[src/rtl/magphase_share_arb_pkg.sv]
// rtl/magphase_share_arb_pkg.sv - shared state encodings and defaults for the magphase core arbiter
package magphase_share_arb_pkg;

  localparam int WIDTH_DEFAULT     = 32;
  localparam int TAG_DEPTH_DEFAULT = 3;

  typedef enum logic [1:0] {
    ST_IDLE   = 2'd0,
    ST_GRANT0 = 2'd1,
    ST_GRANT1 = 2'd2
  } arb_state_t;

  // One-hot input owner for a given arbiter state; idle reports no owner.
  function automatic logic [1:0] state_owner(input arb_state_t s);
    logic [1:0] oh;
    case (s)
      ST_GRANT0: oh = 2'b01;
      ST_GRANT1: oh = 2'b10;
      default:   oh = 2'b00;
    endcase
    return oh;
  endfunction

endpackage

[src/rtl/magphase_arb_tag_fifo.sv]
// rtl/magphase_arb_tag_fifo.sv - in-order 1-bit owner tag FIFO with registered head
module magphase_arb_tag_fifo
  import magphase_share_arb_pkg::*;
#(
  parameter int TAG_DEPTH = TAG_DEPTH_DEFAULT
) (
  input  logic               clk,
  input  logic               reset,
  input  logic               push,
  input  logic               push_tag,
  input  logic               pop,
  output logic               full,
  output logic               empty,
  output logic [TAG_DEPTH:0] count,
  output logic               head
);

  localparam int DEPTH = 1 << TAG_DEPTH;

  logic [DEPTH-1:0]     mem;
  logic [TAG_DEPTH-1:0] wr_ptr;
  logic [TAG_DEPTH-1:0] rd_ptr;
  logic [TAG_DEPTH-1:0] rd_next;
  logic [TAG_DEPTH:0]   cnt;
  logic                 head_q;
  logic                 push_ok;
  logic                 pop_ok;

  assign full    = (cnt == (TAG_DEPTH+1)'(DEPTH));
  assign empty   = (cnt == '0);
  assign count   = cnt;
  assign head    = head_q;
  assign push_ok = push & ~full;
  assign pop_ok  = pop & ~empty;
  assign rd_next = rd_ptr + 1'b1;

  // Tag storage needs no reset; only slots between rd_ptr and wr_ptr are ever read.
  always_ff @(posedge clk) begin
    if (push_ok) begin
      mem[wr_ptr] <= push_tag;
    end
  end

  // Pointers, occupancy and the registered head tag. The head bypasses storage when
  // the pushed tag becomes the oldest entry in the same cycle.
  always_ff @(posedge clk) begin
    if (reset) begin
      wr_ptr <= '0;
      rd_ptr <= '0;
      cnt    <= '0;
      head_q <= 1'b0;
    end else begin
      if (push_ok) begin
        wr_ptr <= wr_ptr + 1'b1;
      end
      if (pop_ok) begin
        rd_ptr <= rd_next;
      end
      case ({push_ok, pop_ok})
        2'b10:   cnt <= cnt + 1'b1;
        2'b01:   cnt <= cnt - 1'b1;
        default: cnt <= cnt;
      endcase
      if (push_ok && (empty || (pop_ok && cnt == (TAG_DEPTH+1)'(1)))) begin
        head_q <= push_tag;
      end else if (pop_ok) begin
        head_q <= mem[rd_next];
      end
    end
  end

endmodule

[src/rtl/magphase_share_arb.sv]
// rtl/magphase_share_arb.sv - packet round-robin sharing of one magphase core between two requesters
module magphase_share_arb
  import magphase_share_arb_pkg::*;
#(
  parameter int WIDTH     = WIDTH_DEFAULT,
  parameter int TAG_DEPTH = TAG_DEPTH_DEFAULT
) (
  input  logic               clk,
  input  logic               reset,
  input  logic [1:0]         port_en,
  input  logic [WIDTH-1:0]   i0_tdata,
  input  logic               i0_tlast,
  input  logic               i0_tvalid,
  output logic               i0_tready,
  input  logic [WIDTH-1:0]   i1_tdata,
  input  logic               i1_tlast,
  input  logic               i1_tvalid,
  output logic               i1_tready,
  output logic [WIDTH-1:0]   o0_tdata,
  output logic               o0_tlast,
  output logic               o0_tvalid,
  input  logic               o0_tready,
  output logic [WIDTH-1:0]   o1_tdata,
  output logic               o1_tlast,
  output logic               o1_tvalid,
  input  logic               o1_tready,
  output logic [WIDTH-1:0]   core_in_tdata,
  output logic               core_in_tlast,
  output logic               core_in_tvalid,
  input  logic               core_in_tready,
  input  logic [WIDTH-1:0]   core_out_tdata,
  input  logic               core_out_tlast,
  input  logic               core_out_tvalid,
  output logic               core_out_tready,
  output logic [1:0]         owner,
  output logic [TAG_DEPTH:0] inflight,
  output logic               err_orphan
);

  arb_state_t         state;
  arb_state_t         state_next;
  logic               last_grant;
  logic               tag_push;
  logic               tag_in;
  logic               tag_pop;
  logic               tag_full;
  logic               tag_empty;
  logic               tag_head;
  logic [TAG_DEPTH:0] tag_count;
  logic               elig0;
  logic               elig1;

  magphase_arb_tag_fifo #(
    .TAG_DEPTH(TAG_DEPTH)
  ) u_tag_fifo (
    .clk      (clk),
    .reset    (reset),
    .push     (tag_push),
    .push_tag (tag_in),
    .pop      (tag_pop),
    .full     (tag_full),
    .empty    (tag_empty),
    .count    (tag_count),
    .head     (tag_head)
  );

  // A new packet may only start while a tag slot is free, so the return path can always route it.
  assign elig0    = i0_tvalid & port_en[0] & ~tag_full;
  assign elig1    = i1_tvalid & port_en[1] & ~tag_full;
  assign owner    = state_owner(state);
  assign inflight = tag_count;

  // Arbiter state register.
  always_ff @(posedge clk) begin
    if (reset) begin
      state <= ST_IDLE;
    end else begin
      state <= state_next;
    end
  end

  // Remembers the most recent grant; starts at port 1 so port 0 wins the first tie.
  always_ff @(posedge clk) begin
    if (reset) begin
      last_grant <= 1'b1;
    end else if (tag_push) begin
      last_grant <= tag_in;
    end
  end

  // Grant selection and forward mux; port_en is only consulted when a packet starts.
  always_comb begin
    state_next     = state;
    tag_push       = 1'b0;
    tag_in         = 1'b0;
    i0_tready      = 1'b0;
    i1_tready      = 1'b0;
    core_in_tdata  = '0;
    core_in_tlast  = 1'b0;
    core_in_tvalid = 1'b0;
    case (state)
      ST_IDLE: begin
        if (elig0 && (!elig1 || last_grant)) begin
          state_next = ST_GRANT0;
          tag_push   = 1'b1;
          tag_in     = 1'b0;
        end else if (elig1) begin
          state_next = ST_GRANT1;
          tag_push   = 1'b1;
          tag_in     = 1'b1;
        end
      end
      ST_GRANT0: begin
        core_in_tdata  = i0_tdata;
        core_in_tlast  = i0_tlast;
        core_in_tvalid = i0_tvalid;
        i0_tready      = core_in_tready;
        if (i0_tvalid && core_in_tready && i0_tlast) begin
          state_next = ST_IDLE;
        end
      end
      ST_GRANT1: begin
        core_in_tdata  = i1_tdata;
        core_in_tlast  = i1_tlast;
        core_in_tvalid = i1_tvalid;
        i1_tready      = core_in_tready;
        if (i1_tvalid && core_in_tready && i1_tlast) begin
          state_next = ST_IDLE;
        end
      end
      default: begin
        state_next = ST_IDLE;
      end
    endcase
  end

  assign o0_tdata = core_out_tdata;
  assign o0_tlast = core_out_tlast;
  assign o1_tdata = core_out_tdata;
  assign o1_tlast = core_out_tlast;

  // Return routing by the oldest outstanding tag; with no tag the core output is refused.
  always_comb begin
    o0_tvalid       = 1'b0;
    o1_tvalid       = 1'b0;
    core_out_tready = 1'b0;
    if (!tag_empty) begin
      if (tag_head) begin
        o1_tvalid       = core_out_tvalid;
        core_out_tready = o1_tready;
      end else begin
        o0_tvalid       = core_out_tvalid;
        core_out_tready = o0_tready;
      end
    end
  end

  assign tag_pop = core_out_tvalid & core_out_tready & core_out_tlast;

  // Sticky flag for core output that no granted packet accounts for.
  always_ff @(posedge clk) begin
    if (reset) begin
      err_orphan <= 1'b0;
    end else if (tag_empty && core_out_tvalid) begin
      err_orphan <= 1'b1;
    end
  end

endmodule

[config.mk]
export PLATFORM = sky130hd
export DESIGN_NAME = magphase_share_arb
export DESIGN_NICKNAME = d
export VERILOG_FILES = /design/src/rtl/magphase_share_arb_pkg.sv /design/src/rtl/magphase_arb_tag_fifo.sv /design/src/rtl/magphase_share_arb.sv
export SDC_FILE = /design/constraint.sdc
export NUM_CORES = 1
export LEC_CHECK = 0
export ABC_AREA = 1
export BUFFER_PORTS_ARGS = -buffer_cell sky130_fd_sc_hd__buf_2
export CAP_MARGIN = 20
export CELL_PAD_IN_SITES_DETAIL_PLACEMENT = 1
export CELL_PAD_IN_SITES_GLOBAL_PLACEMENT = 1
export CORE_MARGIN = 1
export CORE_UTILIZATION = 23
export CTS_CLUSTER_SIZE = 8
export DETAILED_ROUTE_END_ITERATION = 10
export MAX_ROUTING_LAYER = met4
export PLACE_DENSITY_LB_ADDON = 0.25
export SLEW_MARGIN = 10
export SYNTH_ARGS = -nofsm -noshare
export SYNTH_HDL_FRONTEND = slang
export SYNTH_SLANG_ARGS = --single-unit
[constraint.sdc]
create_clock -name clk -period 2.55 [get_ports clk]
set_clock_uncertainty 0.15 [all_clocks]
set_input_delay 0.3825 -clock clk [delete_from_list [all_inputs] [get_ports clk]]
set_output_delay 0.3825 -clock clk [all_outputs]
set_load 0.005 [all_outputs]
# Word-level counts from Yosys, hierarchy flattened
# Cells that the tools add are included.
# totals
wordCells	81
output_inout_bits	112
reg_bits	23
# op_classes
n_reduce_logical	17
add_sub_neg	4
n_lt_le_gt_ge	3
n_bitwise	10
eq_ne	9
mux	30
# op_table
op	n
case mux 32 bit (2 select lines)	1
two-way mux 1 bit	17
logical AND 1 bit	9
AND 1 bit	8
bitwise mux 8 bit	1
less-than comparator 3 x 4 -> 1 bit (second input constant)	2
two-way mux 2 bit	4
case mux 4 bit (2 select lines)	1
adder 3 x 1 -> 3 bit (second input constant)	2
case mux 2 bit (3 select lines)	1
adder 4 x 1 -> 4 bit (second input constant)	1
equality test 2 x 1 -> 1 bit (second input constant)	2
equality test 2 bit (second input constant)	2
equality test 4 x 1 -> 1 bit (second input constant)	1
equality test 4 bit (second input constant)	1
logical NOT 4 bit	1
inequality test 2 bit (second input constant)	2
case mux 1 bit (2 select lines)	2
case mux 2 bit (2 select lines)	1
nonzero test 2 bit	2
subtractor 4 x 1 -> 4 bit (second input constant)	1
binary-select mux 1 bit (select 3 bit)	1
demux 1 bit (select 3 bit)	1
>= comparator 3 x 1 -> 1 bit (second input constant)	1
other kinds (6)	8

# Logic depth before layout (Yosys ltp)
# depth
word_depth	11
ltp_mapped	12

# Cells and area by module
# Synthesis repeated with hierarchy kept, for this count alone.
# unflattened
cells_unflattened	373
hier_area_um2	2384.8
# by_module_without_submodules
module	instances	cells_each	area_each_um2
magphase_share_arb	1	241	1363.8
magphase_arb_tag_fifo	1	132	1021.0

# Worst setup path after synthesis
# OpenSTA, ideal clock, no wires.
# synth_path
path_type	flip-flop to flip-flop
from	register u_tag_fifo.cnt[0], in the netlist u_tag_fifo.count[0]
to	register u_tag_fifo.cnt[3], in the netlist u_tag_fifo.count[3]
synth_period_minus_slack_ns	1.998
required_ns	2.330
stages_incl_launch_ff	12
slack_ns	0.552
path_buffers	0
setup_time_ns	0.070
arrival_ns	1.778
path_cell_list	dfxtp_1 > inv_1 > ha_1 > nand3_2 > nand2_2 > nand2_2 > nand2_4 > ha_1 > a21oi_1 > o21a_1 > o21ai_0 > a21oi_1
# synth_between
elab_chain_cells	11
word_cells_on_any_way	23
classes_between	2 x add/sub; 3 x eq/ne; 5 x mux; 8 x bitwise; 5 x reduce/logical
# synth_lines
element	line_no	text
from (decl)	magphase_arb_tag_fifo.sv:24	logic [TAG_DEPTH:0] cnt;
from (signal assigned)	magphase_arb_tag_fifo.sv:60	2'b10: cnt <= cnt + 1'b1;
from (signal assigned)	magphase_arb_tag_fifo.sv:61	2'b01: cnt <= cnt - 1'b1;
from (signal assigned)	magphase_arb_tag_fifo.sv:62	default: cnt <= cnt;
equality test 4 bit	magphase_arb_tag_fifo.sv:29	assign full = (cnt == (TAG_DEPTH+1)'(DEPTH));
NOT 1 bit	magphase_arb_tag_fifo.sv:33, magphase_share_arb.sv:68, magphase_share_arb.sv:69	
AND 1 bit	magphase_share_arb.sv:69	assign elig1 = i1_tvalid & port_en[1] & ~tag_full;
logical NOT 1 bit	magphase_share_arb.sv:103	if (elig0 && (!elig1 || last_grant)) begin
logical OR 1 bit	magphase_share_arb.sv:103	
logical AND 1 bit	magphase_share_arb.sv:103	
two-way mux 1 bit	magphase_share_arb.sv:103	
two-way mux 1 bit	magphase_share_arb.sv:101	case (state)
AND 1 bit	magphase_arb_tag_fifo.sv:33	assign push_ok = push & ~full;
equality test 2 x 1 -> 1 bit / equality test 2 bit (equally long branches)	magphase_arb_tag_fifo.sv:59	case ({push_ok, pop_ok})
case mux 4 bit (2 select lines) / nonzero test 2 bit (equally long branches)	n/a	
# Several ways; a longest one is shown, not always the timed one.
# A chain may end at the register's enable or synchronous reset.

# Worst setup path after layout
# layout_path
from	register state[0]
to	output port core_in_tdata[5]
# layout_between
elab_chain_cells	2
word_cells_on_any_way	3
classes_between	2 x eq/ne; 1 x mux
# layout_lines
element	line_no	text
from (decl)	magphase_share_arb.sv:40	arb_state_t state;
from (signal assigned)	magphase_share_arb.sv:78	state <= state_next;
equality test 2 bit / equality test 2 x 1 -> 1 bit (equally long branches)	magphase_share_arb.sv:101	
case mux 32 bit (2 select lines) *	magphase_share_arb.sv:101	
to (decl)	magphase_share_arb.sv:27	output logic [WIDTH-1:0] core_in_tdata,
# Mark *: on every way between the ends. The rest lies on a longest branch, timed or not.

==> results.yml <==
outcome:
  outcome: "complete, no violations"
routing:
  routed_wl_um: 6830
  highest_layer: "met4"
  dr.pass1.iters: 4
  met2_length_um: 3559
  ant_nets: 0
  route.detailed.drc: 0
  vias_per_cell: 4.227
  met1_length_um: 2700
  detail_route.iter0.violations: 15
  post_drt_wl_per_cell_um: 12.49
  met3WireLength_um: 532
  dr_total_vias: 2312
worst_setup_path:
  critPathCaptureType: "primary output"
  max_stage_delay_ns: 0.36
  worst-setup-path-type: "flip-flop to primary output"
  cp_max_fo: 12
  reg2reg_slack_ns: 0.32
  cp-start-kind: "flip-flop"
  r2r.worst_path.cells: 11
  path_delay_family: "buffers and inverters"
  cp_cell_sequence: "inv_1, ha_1, clkinvlp_4, buf_4, a21oi_1, buf_2"
  worstPathArrival_ns: 1.77
  critical-path-slowest-cell: "dfxtp_1"
  rr_startpoint: "u_tag_fifo.count[0]"
  r2r_end: "u_tag_fifo.count[2]"
  required_ns: 2.02
  crit_buf_inv: 4
logic_synthesis:
  synth_fa_ha_area_frac: 0.05873
  syn_area_per_cell_um2: 6.564
  ys_ff_latch: 23
  ys.flop_type: "dfxtp_1"
  synth_top_family_by_area: "buffers and inverters"
  syn-cell-area_um2: 2343
  syn_inst: 357
  ys_async_sr_fraction: 0
  synth_seq_area_share: 0.2306
  synth_mux_area_frac: 0.004271
  yosys.area_share.simple: 0.2734
  synth_xor_xnor_area_share: 0.007475
  synth_compound_area_frac: 0.1388
  synthDistinctLibCells: 30
  yosysWarnings: 0
  synth_edf_count: 8
  synth_nets: 477
layout:
  final_cell_mix: "124 x buf_2, 98 x nand2_1, 46 x a21oi_1, 25 x inv_1, 22 x nor2_1"
  drive_above_1_share: 0.3671
  area_growth_pct: 15.22
  final_nets: 535
  num_antenna_cells: 0
  final_common_cell: "buf_2"
die:
  start_util: 0.2387
  core.rowCount: 36
  fp.coreArea_um2: 9819
  ios: 221
  die-area_um2: 10600
  fp.dieH_um: 102.9
  die_w_um: 102.9
sta:
  tns_ns: 0
  period_needed_ns: 2.300
  layout_setup_ws_ns: 0.2498
  setup_viol: 0
  drv_slew: 0
  max_freq_mhz: 434.8
  finalHoldViolations: 0
  period_share: 0.9020
  worst_pin_slew_ns: 0.3988
  slew_headroom: 0.7338
  rsz0062_at_grt: "no"
clock_network:
  cts_tree: "built"
  cts_buffers: 3
  hold_buffers: 0
  htreeDepth: 1
  clk_pin_slew_ns: 0.09
  root_buffer: "clkbuf_8"
  cts_num_sinks: 23
  clock_latency_ns: 0.27
  clockBufferDepth: 2
grt:
  grt_max_degree: 37
  grt_antenna_before_repair: 0
  grt_pass1_wl_um: 10890
  grt_usage: 0.1348
  grt_pass1_vias: 2393
  grt_overflow_total: 0
hold_path:
  hold_start: "reset"
  min_path_cells: 2
  hp-class: "input port to flip-flop"
  min_to: "u_tag_fifo.head"
power:
  powerDensity_nw_per_um2: 723.9
  p_leak_nw: 1.373
  peakVddDrop_v: 0.0002525
place:
  portBuffers: 124
  place_congestion: 0.7895
  dp.final_hpwl_um: 5838
  dpl_worst_slack_ns: 0.3400
flow_run:
  drv_cap: 0
==> sequential cells by signal, summed over array words and instances, names as in the netlist <==
signal / cells
state: 2
u_tag_fifo.count: 4
u_tag_fifo.rd_ptr: 3
u_tag_fifo.wr_ptr: 3
last_grant: 1
u_tag_fifo.mem: 8
u_tag_fifo.head: 1
err_orphan: 1
==> what timing repair did <==
action                                 CTS  global route
setup endpoints to repair                0             4
endpoints found under the hold margin    0             0
gates resized for setup                  0             1
buffers inserted                         0             0
==> kinds of logic after synthesis <==
kind of cell             count (synthesis)
XOR/XNOR                                 2
AO/OA/AOI/OAI                           62
buffers and inverters                  111
flip-flops                              23
adder cells (fa/ha/maj)                 11
AND/OR/NAND/NOR                        147
multiplexers                             1
==> Yosys cell counts (2+ instances only) <==
cell type	number	area [µm²]
buf_4	66	495.5
inv_1	25	93.84
nand2_2	4	25.02
ha_1	11	137.6
nor3_1	3	15.01
buf_2	4	20.02
inv_2	4	15.01
edfxtp_1	8	240.2
a21oi_1	46	230.2
o21a_1	2	15.01
clkinv_1	3	11.26
nor2_1	22	82.58
nand3_1	10	50.05
dfxtp_1	15	300.3
nand4_1	2	12.51
clkbuf_1	8	30.03
nand3_2	2	20.02
o21ai_0	11	55.05
nand2_4	3	33.78
nand2_1	98	367.9
==> how the worst max path moves through the flow <==
stage / startpoint / end / cells past startpoint
finish: state[0] / core_in_tdata[5] / 6
global route: state[0] / core_in_tdata[4] / 6
CTS: state[0] / core_in_tlast / 6
detailed placement: u_tag_fifo.count[0] / u_tag_fifo.count[2] / 11
global placement: u_tag_fifo.count[0] / u_tag_fifo.count[2] / 11
floorplan: u_tag_fifo.count[0] / u_tag_fifo.count[3] / 11
==> where the power goes <==
group          switching (mW)  internal (mW)  leakage (nW)
Sequential             0.0501          0.453         0.197
Clock                   0.124          0.109        0.0255
Combinational           0.745          0.474          1.15
==> metrics by stage <==
step / total power, mW / utilization / cell area [µm²] / hold WS [ns] / std cells
3_3_place_gp: 1.727 / 0.2699 / 2650 / 0.2935 / 543
4_1_cts: 1.993 / 0.2746 / 2696 / 0.1701 / 547
2_1_floorplan: 1.343 / - / 2344 / 0.2949 / 357
3_5_place_dp: 1.749 / 0.2699 / 2650 / 0.3104 / 543
6_report: 1.955 / 0.2750 / 2700 / 0.1680 / 547
5_1_grt: 2.168 / 0.2750 / 2700 / 0.1763 / 547
==> layout make-up <==
type / count / area (µm²)
clock inverter: 1 / 5.005
fill: 1336 / 7119
multi-input combinational: 223 / 1131
sequential: 23 / 540.5
tap: 133 / 166.4
inverter: 33 / 130.1
timing repair buffer: 131 / 685.7
clock buffer: 3 / 41.29
==> worst reg2reg max path, stage by stage, from the launching register on <==
cell	delay (ns)
dfxtp_1	0.39
inv_1	0.13
ha_1	0.26
nand3_2	0.13
nand2_2	0.08
nand2_2	0.08
nand2_4	0.07
ha_1	0.36
nor2_1	0.12
o21ai_0	0.10
o21ai_0	0.17
a21oi_1	0.06
==> per-layer routing <==
| layer | vias to the layer above | GRT usage |
|---|---|---|
| li1 | 1177 | - |
| met1 | 1024 | 0.1427 |
| met2 | 106 | 0.2518 |
| met3 | 5 | 0.03661 |
| met4 | 0 | 0.02384 |
| met5 | - | - |
No activity file was read; power rests on OpenSTA's default activity.
